===== src/rtl/step_sequencer.sv =====
// step_sequencer: single-axis stepper move controller.
//
// Accepts one counted move (step count, direction, step period) over a
// valid/ready handshake. It sets the direction, waits out the direction
// setup time, then emits the step pulse train. It reports busy, remaining
// steps and completion, and supports an early abort.
//
// Optional build macro: STEP_SEQ_POSITION_EN adds a signed 32-bit step
// position counter (position) with an idle-only synchronous clear
// (pos_clear).
//
// Ports:
//   clock       system clock, all logic on posedge
//   reset       asynchronous, active-high reset
//   cmd_valid   command present
//   cmd_ready   controller can accept a command (high only in IDLE)
//   cmd_steps   number of step pulses to issue
//   cmd_dir     direction for the move
//   cmd_period  rising-edge-to-rising-edge step period, in cycles
//   abort       early stop request (level, sampled each cycle)
//   step_out    step pulse to the motor driver
//   dir_out     direction to the motor driver
//   busy        high in any state except IDLE
//   done        one-cycle pulse at move end
//   aborted     valid with done: move ended by abort
//   remaining   steps not yet started
//   pos_clear   (STEP_SEQ_POSITION_EN) clear position, honoured in IDLE
//   position    (STEP_SEQ_POSITION_EN) signed step position

module step_sequencer #(
  parameter int unsigned      STEP_W     = 16,
  parameter int unsigned      PER_W      = 28,
  parameter logic [PER_W-1:0] PULSE_HIGH = PER_W'(1001),
  parameter logic [PER_W-1:0] DIR_SETUP  = PER_W'(50)
) (
  input  logic              clock,
  input  logic              reset,
  input  logic              cmd_valid,
  output logic              cmd_ready,
  input  logic [STEP_W-1:0] cmd_steps,
  input  logic              cmd_dir,
  input  logic [PER_W-1:0]  cmd_period,
  input  logic              abort,
  output logic              step_out,
  output logic              dir_out,
  output logic              busy,
  output logic              done,
  output logic              aborted,
  output logic [STEP_W-1:0] remaining
`ifdef STEP_SEQ_POSITION_EN
  ,
  input  logic              pos_clear,
  output logic signed [31:0] position
`endif
);

  localparam logic [2:0] ST_IDLE     = 3'd0;
  localparam logic [2:0] ST_SETUP    = 3'd1;
  localparam logic [2:0] ST_PULSE_HI = 3'd2;
  localparam logic [2:0] ST_PULSE_LO = 3'd3;
  localparam logic [2:0] ST_DONE     = 3'd4;

  // Shortest legal period leaves at least one low cycle per step.
  localparam logic [PER_W-1:0] MIN_PERIOD = PULSE_HIGH + PER_W'(1);
  // Phase counters count down to zero, so each phase loads length-1.
  localparam logic [PER_W-1:0] HI_LOAD    = PULSE_HIGH - PER_W'(1);
  localparam logic [PER_W-1:0] SETUP_LOAD = DIR_SETUP - PER_W'(1);

  logic [2:0]       state;
  logic [2:0]       state_nxt;
  logic [PER_W-1:0] cnt;
  logic [PER_W-1:0] cnt_nxt;
  logic [PER_W-1:0] period;
  logic [PER_W-1:0] period_clamped;
  logic             abort_lat;
  logic             accept;
  logic             end_abort;
  logic             enter_hi;

  // Period latched at accept, never shorter than MIN_PERIOD.
  assign period_clamped = (cmd_period < MIN_PERIOD) ? MIN_PERIOD : cmd_period;

  // State register.
  always_ff @(posedge clock or posedge reset) begin
    if (reset) begin
      state <= ST_IDLE;
      cnt   <= '0;
    end else begin
      state <= state_nxt;
      cnt   <= cnt_nxt;
    end
  end

  // Next-state, phase counter and handshake decode.
  always_comb begin
    state_nxt = state;
    accept    = 1'b0;
    end_abort = 1'b0;
    enter_hi  = 1'b0;
    cnt_nxt   = cnt;

    case (state)
      ST_IDLE: begin
        if (cmd_valid) begin
          accept = 1'b1;
          if (cmd_steps == '0) begin
            state_nxt = ST_DONE;
          end else if (DIR_SETUP == '0) begin
            state_nxt = ST_PULSE_HI;
          end else begin
            state_nxt = ST_SETUP;
          end
        end
      end
      ST_SETUP: begin
        if (abort) begin
          state_nxt = ST_DONE;
          end_abort = 1'b1;
        end else if (cnt == '0) begin
          state_nxt = ST_PULSE_HI;
        end
      end
      ST_PULSE_HI: begin
        // The high phase always runs to full width; abort takes effect after.
        if (cnt == '0) begin
          if (abort || abort_lat) begin
            state_nxt = ST_DONE;
            end_abort = 1'b1;
          end else begin
            state_nxt = ST_PULSE_LO;
          end
        end
      end
      ST_PULSE_LO: begin
        if (abort) begin
          state_nxt = ST_DONE;
          end_abort = 1'b1;
        end else if (cnt == '0) begin
          state_nxt = (remaining != '0) ? ST_PULSE_HI : ST_DONE;
        end
      end
      ST_DONE: begin
        state_nxt = ST_IDLE;
      end
      default: begin
        state_nxt = ST_IDLE;
      end
    endcase

    enter_hi = (state_nxt == ST_PULSE_HI) && (state != ST_PULSE_HI);

    // Load the phase length on every state change, otherwise count down.
    if (state_nxt != state) begin
      case (state_nxt)
        ST_SETUP:    cnt_nxt = SETUP_LOAD;
        ST_PULSE_HI: cnt_nxt = HI_LOAD;
        ST_PULSE_LO: cnt_nxt = period - MIN_PERIOD;
        default:     cnt_nxt = '0;
      endcase
    end else if (cnt != '0) begin
      cnt_nxt = cnt - PER_W'(1);
    end
  end

  // Registered outputs, decoded from the next state so they align with it.
  always_ff @(posedge clock or posedge reset) begin
    if (reset) begin
      cmd_ready <= 1'b1;
      step_out  <= 1'b0;
      busy      <= 1'b0;
      done      <= 1'b0;
      aborted   <= 1'b0;
    end else begin
      cmd_ready <= (state_nxt == ST_IDLE);
      step_out  <= (state_nxt == ST_PULSE_HI);
      busy      <= (state_nxt != ST_IDLE);
      done      <= (state_nxt == ST_DONE);
      aborted   <= (state_nxt == ST_DONE) && end_abort;
    end
  end

  // Move parameters, step count and the mid-pulse abort latch.
  always_ff @(posedge clock or posedge reset) begin
    if (reset) begin
      dir_out   <= 1'b0;
      period    <= '0;
      remaining <= '0;
      abort_lat <= 1'b0;
    end else begin
      if (accept) begin
        dir_out <= cmd_dir;
        period  <= period_clamped;
      end

      // With no setup delay the first pulse starts on the accept edge.
      if (accept) begin
        remaining <= enter_hi ? (cmd_steps - STEP_W'(1)) : cmd_steps;
      end else if (enter_hi) begin
        remaining <= remaining - STEP_W'(1);
      end

      // Remember an abort seen anywhere in the high phase.
      if (state == ST_PULSE_HI) begin
        abort_lat <= abort_lat | abort;
      end else begin
        abort_lat <= 1'b0;
      end
    end
  end

`ifdef STEP_SEQ_POSITION_EN
  logic              pos_dir;
  logic signed [31:0] pos_base;

  // On the accept edge dir_out still holds the previous move's direction.
  assign pos_dir  = accept ? cmd_dir : dir_out;
  assign pos_base = ((state == ST_IDLE) && pos_clear) ? 32'sd0 : position;

  // Position tracks every started pulse, wrapping in two's complement.
  always_ff @(posedge clock or posedge reset) begin
    if (reset) begin
      position <= 32'sd0;
    end else if (enter_hi) begin
      position <= pos_dir ? (pos_base + 32'sd1) : (pos_base - 32'sd1);
    end else if ((state == ST_IDLE) && pos_clear) begin
      position <= 32'sd0;
    end
  end
`endif

endmodule


===== config.mk =====
export PLATFORM = sky130hd
export DESIGN_NAME = step_sequencer
export DESIGN_NICKNAME = d
export VERILOG_FILES = /design/src/rtl/step_sequencer.sv
export SDC_FILE = /design/constraint.sdc
export NUM_CORES = 1
export LEC_CHECK = 0
export ABC_AREA = 1
export CORE_MARGIN = 5
export CORE_UTILIZATION = 60
export DETAILED_ROUTE_END_ITERATION = 7
export HOLD_SLACK_MARGIN = 0.08
export PLACE_DENSITY = 0.94
export RECOVER_POWER = 25
export SLEW_MARGIN = 10
export SYNTH_ARGS = -nofsm -noshare
export SYNTH_HDL_FRONTEND = slang
export SYNTH_SLANG_ARGS = --single-unit

===== constraint.sdc =====
create_clock -name clock -period 5.7 [get_ports clock]
set_clock_uncertainty 0.05 [all_clocks]
set_input_delay 0.855 -clock clock [delete_from_list [all_inputs] [get_ports clock]]
set_output_delay 0.855 -clock clock [all_outputs]
set_load 0.05 [all_outputs]

Word-level counts from Yosys, hierarchy flattened:

Cells that the tools add are included.

* logic and storage cells: 63
* flip-flop bits (word level): 82

* mux-type cells: 24
* $add $sub $neg: 4
* reduce and logical (&&, ||, !) cells: 13
* eq/ne operators: 9
* bitwise gates (word level): 1
* order comparisons: 1

Operator list (number)
* $mux 28: 3
* $pmux 28 s3: 1
* $mux 16: 3
* $sub 16x1->16 const B: 2
* $logic_not 28->1: 1
* $lt 28x10->1 const B: 1
* $reduce_bool 28->1: 1
* $sub 28x1->28 const B: 1
* $sub 28x10->28 const B: 1
* $mux 3: 9
* $logic_not 16->1: 1
* $reduce_bool 16->1: 1
* $eq 3x2->1 const B: 4
* $pmux 3 s4: 1
* $eq 3x1->1 const B: 2
* $logic_not 3->1: 2
* $mux 1: 6
* $reduce_bool 2->1: 2
* $eq 3x3->1 const B: 1
* $ne 3x2->1 const B: 1
* $ne 3x3->1: 1
* $reduce_bool 3->1: 1
* $logic_and 1x1->1: 2
* $pmux 1 s2: 1
* other kinds (3): 3

Logic depth before layout (Yosys ltp):

* depth after elaboration: 9
* depth in mapped cells: 16

Least setup slack after synthesis:

OpenSTA, ideal clock, no wires.

* path kind: reg-to-reg
* start: reg remaining[0]
* end: reg cnt[8]
* stages on the path, launching flop included: 16
* period minus slack after synthesis: 2.415 ns
* slack: 3.285 ns
* arrival: 2.242 ns
* setup time: 0.123 ns
* path through: dfrtp_1 -> inv_1 -> ha_1 -> nand2_1 -> nor2_1 -> nand2_1 -> nor2_1 -> and3_1 -> nor2_2 -> inv_2 -> nor2_4 -> buf_6 -> nand2_8 -> buf_8 -> nand2_1 -> a21oi_2

* longest elaborated chain between the ends: 8
* elaborated cells on any way between the ends: 12

Ends and longest elaborated chain
* from (decl): RTL line 49 `output logic [STEP_W-1:0] remaining`
* from (signal assigned): RTL line 197 `remaining <= enter_hi ? (cmd_steps - STEP_W'(1)) : cmd_steps;`
* from (signal assigned): RTL line 199 `remaining <= remaining - STEP_W'(1);`
* $reduce_bool 16->1 *: RTL line 139 `state_nxt = (remaining != '0) ? ST_PULSE_HI : ST_DONE;`
* $mux 3 *: RTL line 139
* $mux 3 *: RTL line 138 `end else if (cnt == '0) begin`
* $mux 3 *: RTL line 135 `if (abort) begin`
* $pmux 3 s4 *: RTL line 102 `case (state)`
* net state_nxt[2]: RTL line 70 `logic [2:0] state_nxt;`
* $eq 3x2->1 / $eq 3x1->1 (equally long branches): RTL line 154 `case (state_nxt)`
* $pmux 28 s3: RTL line 154
* $mux 28: RTL line 153 `if (state_nxt != state) begin`
* to (signal assigned): RTL line 90 `cnt <= cnt_nxt;`
* to (decl): RTL line 71 `logic [PER_W-1:0] cnt;`

The timed path passes the listed nets; every way through them passes the cells marked *.
A chain may end at the register's enable or synchronous reset.

Worst setup path after layout:

* start: in cmd_valid
* end: reg remaining[1]

* longest elaborated chain between the ends: 6
* elaborated cells on any way between the ends: 9

Ends and longest elaborated chain
* from (decl): RTL line 38 `input logic cmd_valid,`
* $mux 3: RTL line 104 `if (cmd_valid) begin`
* $pmux 3 s4: RTL line 102
* $eq 3x2->1: RTL line 150 `enter_hi = (state_nxt == ST_PULSE_HI) && (state != ST_PULSE_HI);`
* $logic_and 1x1->1: RTL line 150
* $mux 16: RTL line 197
* $mux 16: RTL line 196 `if (accept) begin`

Several ways; a longest one is shown, not always the timed one.

==> flow_summary_export.csv <==
group,metric,value,unit
finish,diodes,0,
yosys,syn_area_per_cell,7.136,µm²
job,drv_cap,1,
setup_path,worst-endpoint-required,5.89,ns
clocking,cts_resized,0,
yosys,muxShareOfSynthArea,0,
global_routing,grtUsageTotal,0.2666,
yosys,synthTopCellsByArea,"dfrtp_1 34%, nand2_1 11%, nand3_1 8.5%",
finish,fillCellCount,761,
pwr,peakVddDrop,0.4000,mV
timing,timing.slew.headroom,-0.3613,
clocking,cts_root_buffer,"clkbuf_8",
setup_path,worstSetupPathType,"primary input to flip-flop",
floorplan,pin_count,71,
routing,vias,5842,
yosys,synth_xor_xnor_area_share,0.08183,
clocking,hold_buffers,0,
timing,whs,0.4496,ns
routing,wl,15220,µm
clocking,postCtsSetupRepairBufs,0,
global_routing,grt.overflow.total,0,
timing,rsz0062_at_grt,"no",
setup_path,critPathMaxFanout,46,
global_routing,grt_pass1_wl,25390,µm
yosys,synth-compound-area-share,0.1007,
timing,fin_crit_sh,0.7161,
clocking,clock_latency,0.36,ns
floorplan,rows,36,
clocking,cts_buffers,9,
yosys,synth-seq-cells,82,
routing,drt-wirelength-per-cell,14.85,µm
yosys,synth_top_family_by_area,"simple AND/OR/NAND/NOR gates",
timing,finalHoldViolations,0,
pwr,leakage,0.003307,µW
yosys,syn_area,5887,µm²
pwr,power_per_cell_area,627.6,nW/µm²
yosys,yosysUniqueCellTypes,46,
routing,drtAntennaViolNets,0,
clocking,cts.clk_slew.worst_paths,0.08,ns
yosys,syn_inst,825,
timing,final-max-slew-violation-count,83,
clocking,cts_tree,"built",
yosys,synth_most_common_cell,"nand2_1",
routing,firstDrtPassIters,8,
yosys,synthAdderAreaFrac,0.01275,
setup_path,endpoint_kind,"flip-flop",
finish,area_growth_syn_to_layout,16.39,%
global_routing,antenna_found_initial,0,
place,io_buffers,70,
routing,initialDrtViolationCount,529,
place,gp_congestion,0.9238,
setup_path,max_stage_delay,0.55,ns
setup_path,cp_slowest_cell,"dlygate4sd3_1",
yosys,synth_edf_count,0,
outcome,status,"complete, but fails checks",
pwr,power,4300,µW
floorplan,start_util,0.6079,
yosys,synth_warnings,0,
finish,multi_input_area,3317,µm²
yosys,yosys.area.top_type,"dfrtp_1",
yosys,synthesis.nets,880,
yosys,postSynth.asyncResetShare,1.000,
finish,drive_gt1_frac,0.08857,
finish,num-nets-final,942,
floorplan,die_x,109.1,µm
floorplan,die_h,109.1,µm
finish,final_cell_area,6852,µm²
setup_path,start_kind,"primary input",
place,dpl_cell_area,6639,µm²
timing,min_period,4.082,ns
setup_path,crit_arrival,4.27,ns
outcome,violations,"design-rule violations, max-capacitance violations, max-slew violations",
clocking,cts_num_sinks,82,
clocking,htreeDepth,3,
global_routing,grt_pass1_vias,5484,
setup_path,crit_chain,"dlygate4sd3_1 > nand3_2 > buf_4 > inv_1 > buf_4 > nand2_1 > nand2_1 > nor2_2 > nand4_2 > nand2_2 > inv_1 > nor2_1 > a21oi_1",
yosys,synth_ff_type,"dfrtp_1",
yosys,ys_seq_area_frac,0.3488,
timing,setup_viol,0,
setup_path,path_delay_family,"buffers and inverters",
place,dp_hpwl,11150,µm
timing,max_freq,245.0,MHz
routing,vias_per_cell,5.700,
floorplan,die_area,11890,µm²
global_routing,grt_start_max_net_pins,83,
timing,finalSetupTns,0,ns
yosys,synthSimpleGateAreaFrac,0.3685,
finish,final-seq-area,2053,µm²
timing,tightest_slew,2.042,ns
floorplan,core_area,9684,µm²
yosys,ys_top_cells_by_count,"168 x nand2_1, 105 x nor2_1, 100 x nand3_1",
min_path,hold_class,"flip-flop to flip-flop",
routing,remaining_drc_errors,2,
yosys,synth_top_area_share,0.3443,
setup_path,path_buf_inv,5,
clocking,clockBufferDepth,2,
-- metal layers --
layer	GRT usage	wire [µm]
met5	0	0
met4	0.09107	297
met3	0.04618	1198
met2	0.4246	7211
met1	0.3679	6514
-- tightest hold or removal path, delay by kind of cell, from the launching register on --
kind	cells	cell delay [ns]
DFF	1	0.36
and+or+nand+nor	2	0.11
-- worst paths after layout --
kind	from	to	slack, ns	depth (start not counted)
worst max register to register	state[0]	remaining[1]	2.07	13
max in group asynchronous	reset	period[23]	2.75	3
worst min register to register	dir_out	dir_out	0.45	2
worst min-delay path	dir_out	dir_out	0.45	2
min in group asynchronous	reset	busy	1.64	3
worst max-delay path	cmd_valid	remaining[1]	1.62	13
-- area by class of cell --
type,count,area share
flip-flops and latches,82,0.2997
multi-input cells,622,0.4841
inverters,98,0.05387
clock inverters,6,0.01315
repair buffers,74,0.1063
well taps,133,0.02429
clock buffers,10,0.01863
-- flip-flops by register name, indices dropped and copies added (netlist names) --
signal     count
abort_lat      1
aborted        1
busy           1
cmd_ready      1
cnt           28
dir_out        1
done           1
period        28
remaining     16
state          3
step_out       1
-- power by group --
part / switching (µW) / total, µW / internal, µW
registers: 299 / 1150 / 854
logic: 1760 / 2680 / 916
clock network: 223 / 471 / 249
-- cells by family (layout without fill, tap and decap cells) --
group | Yosys count | in the layout
AND/OR/NAND/NOR | 460 | 460
buffers and inverters | 121 | 188
AO/OA/AOI/OAI | 101 | 101
flip-flops | 82 | 82
XOR/XNOR | 55 | 55
adder cells (fa/ha/maj) | 6 | 6
-- through the flow --
stage / setup slack [ns] / utilization / std cells
after detailed placement: 1.518 / 0.6855 / 1009
after CTS: 1.835 / 0.7080 / 1025
after global placement: 1.598 / 0.6855 / 1009
final: 1.618 / 0.7075 / 1025
after global routing: 1.319 / 0.7075 / 1025
after floorplan: 2.688 / - / 825
-- cells in the final DEF, fill, tap and decap left out, drive strengths merged, types with 3 or more instances in the layout --
cell type      count
a31o               3
or2                5
nand3            104
o211ai             3
buf                3
nand4             22
nor3              16
inv               98
o21ai             47
nand2            180
a21oi             34
a31oi              7
xor2              48
ha                 6
dfrtp             81
clkbuf            11
nor4               7
nor2             122
xnor2              7
clkdlybuf4s50     68
(Power assumes the default switching activity.)
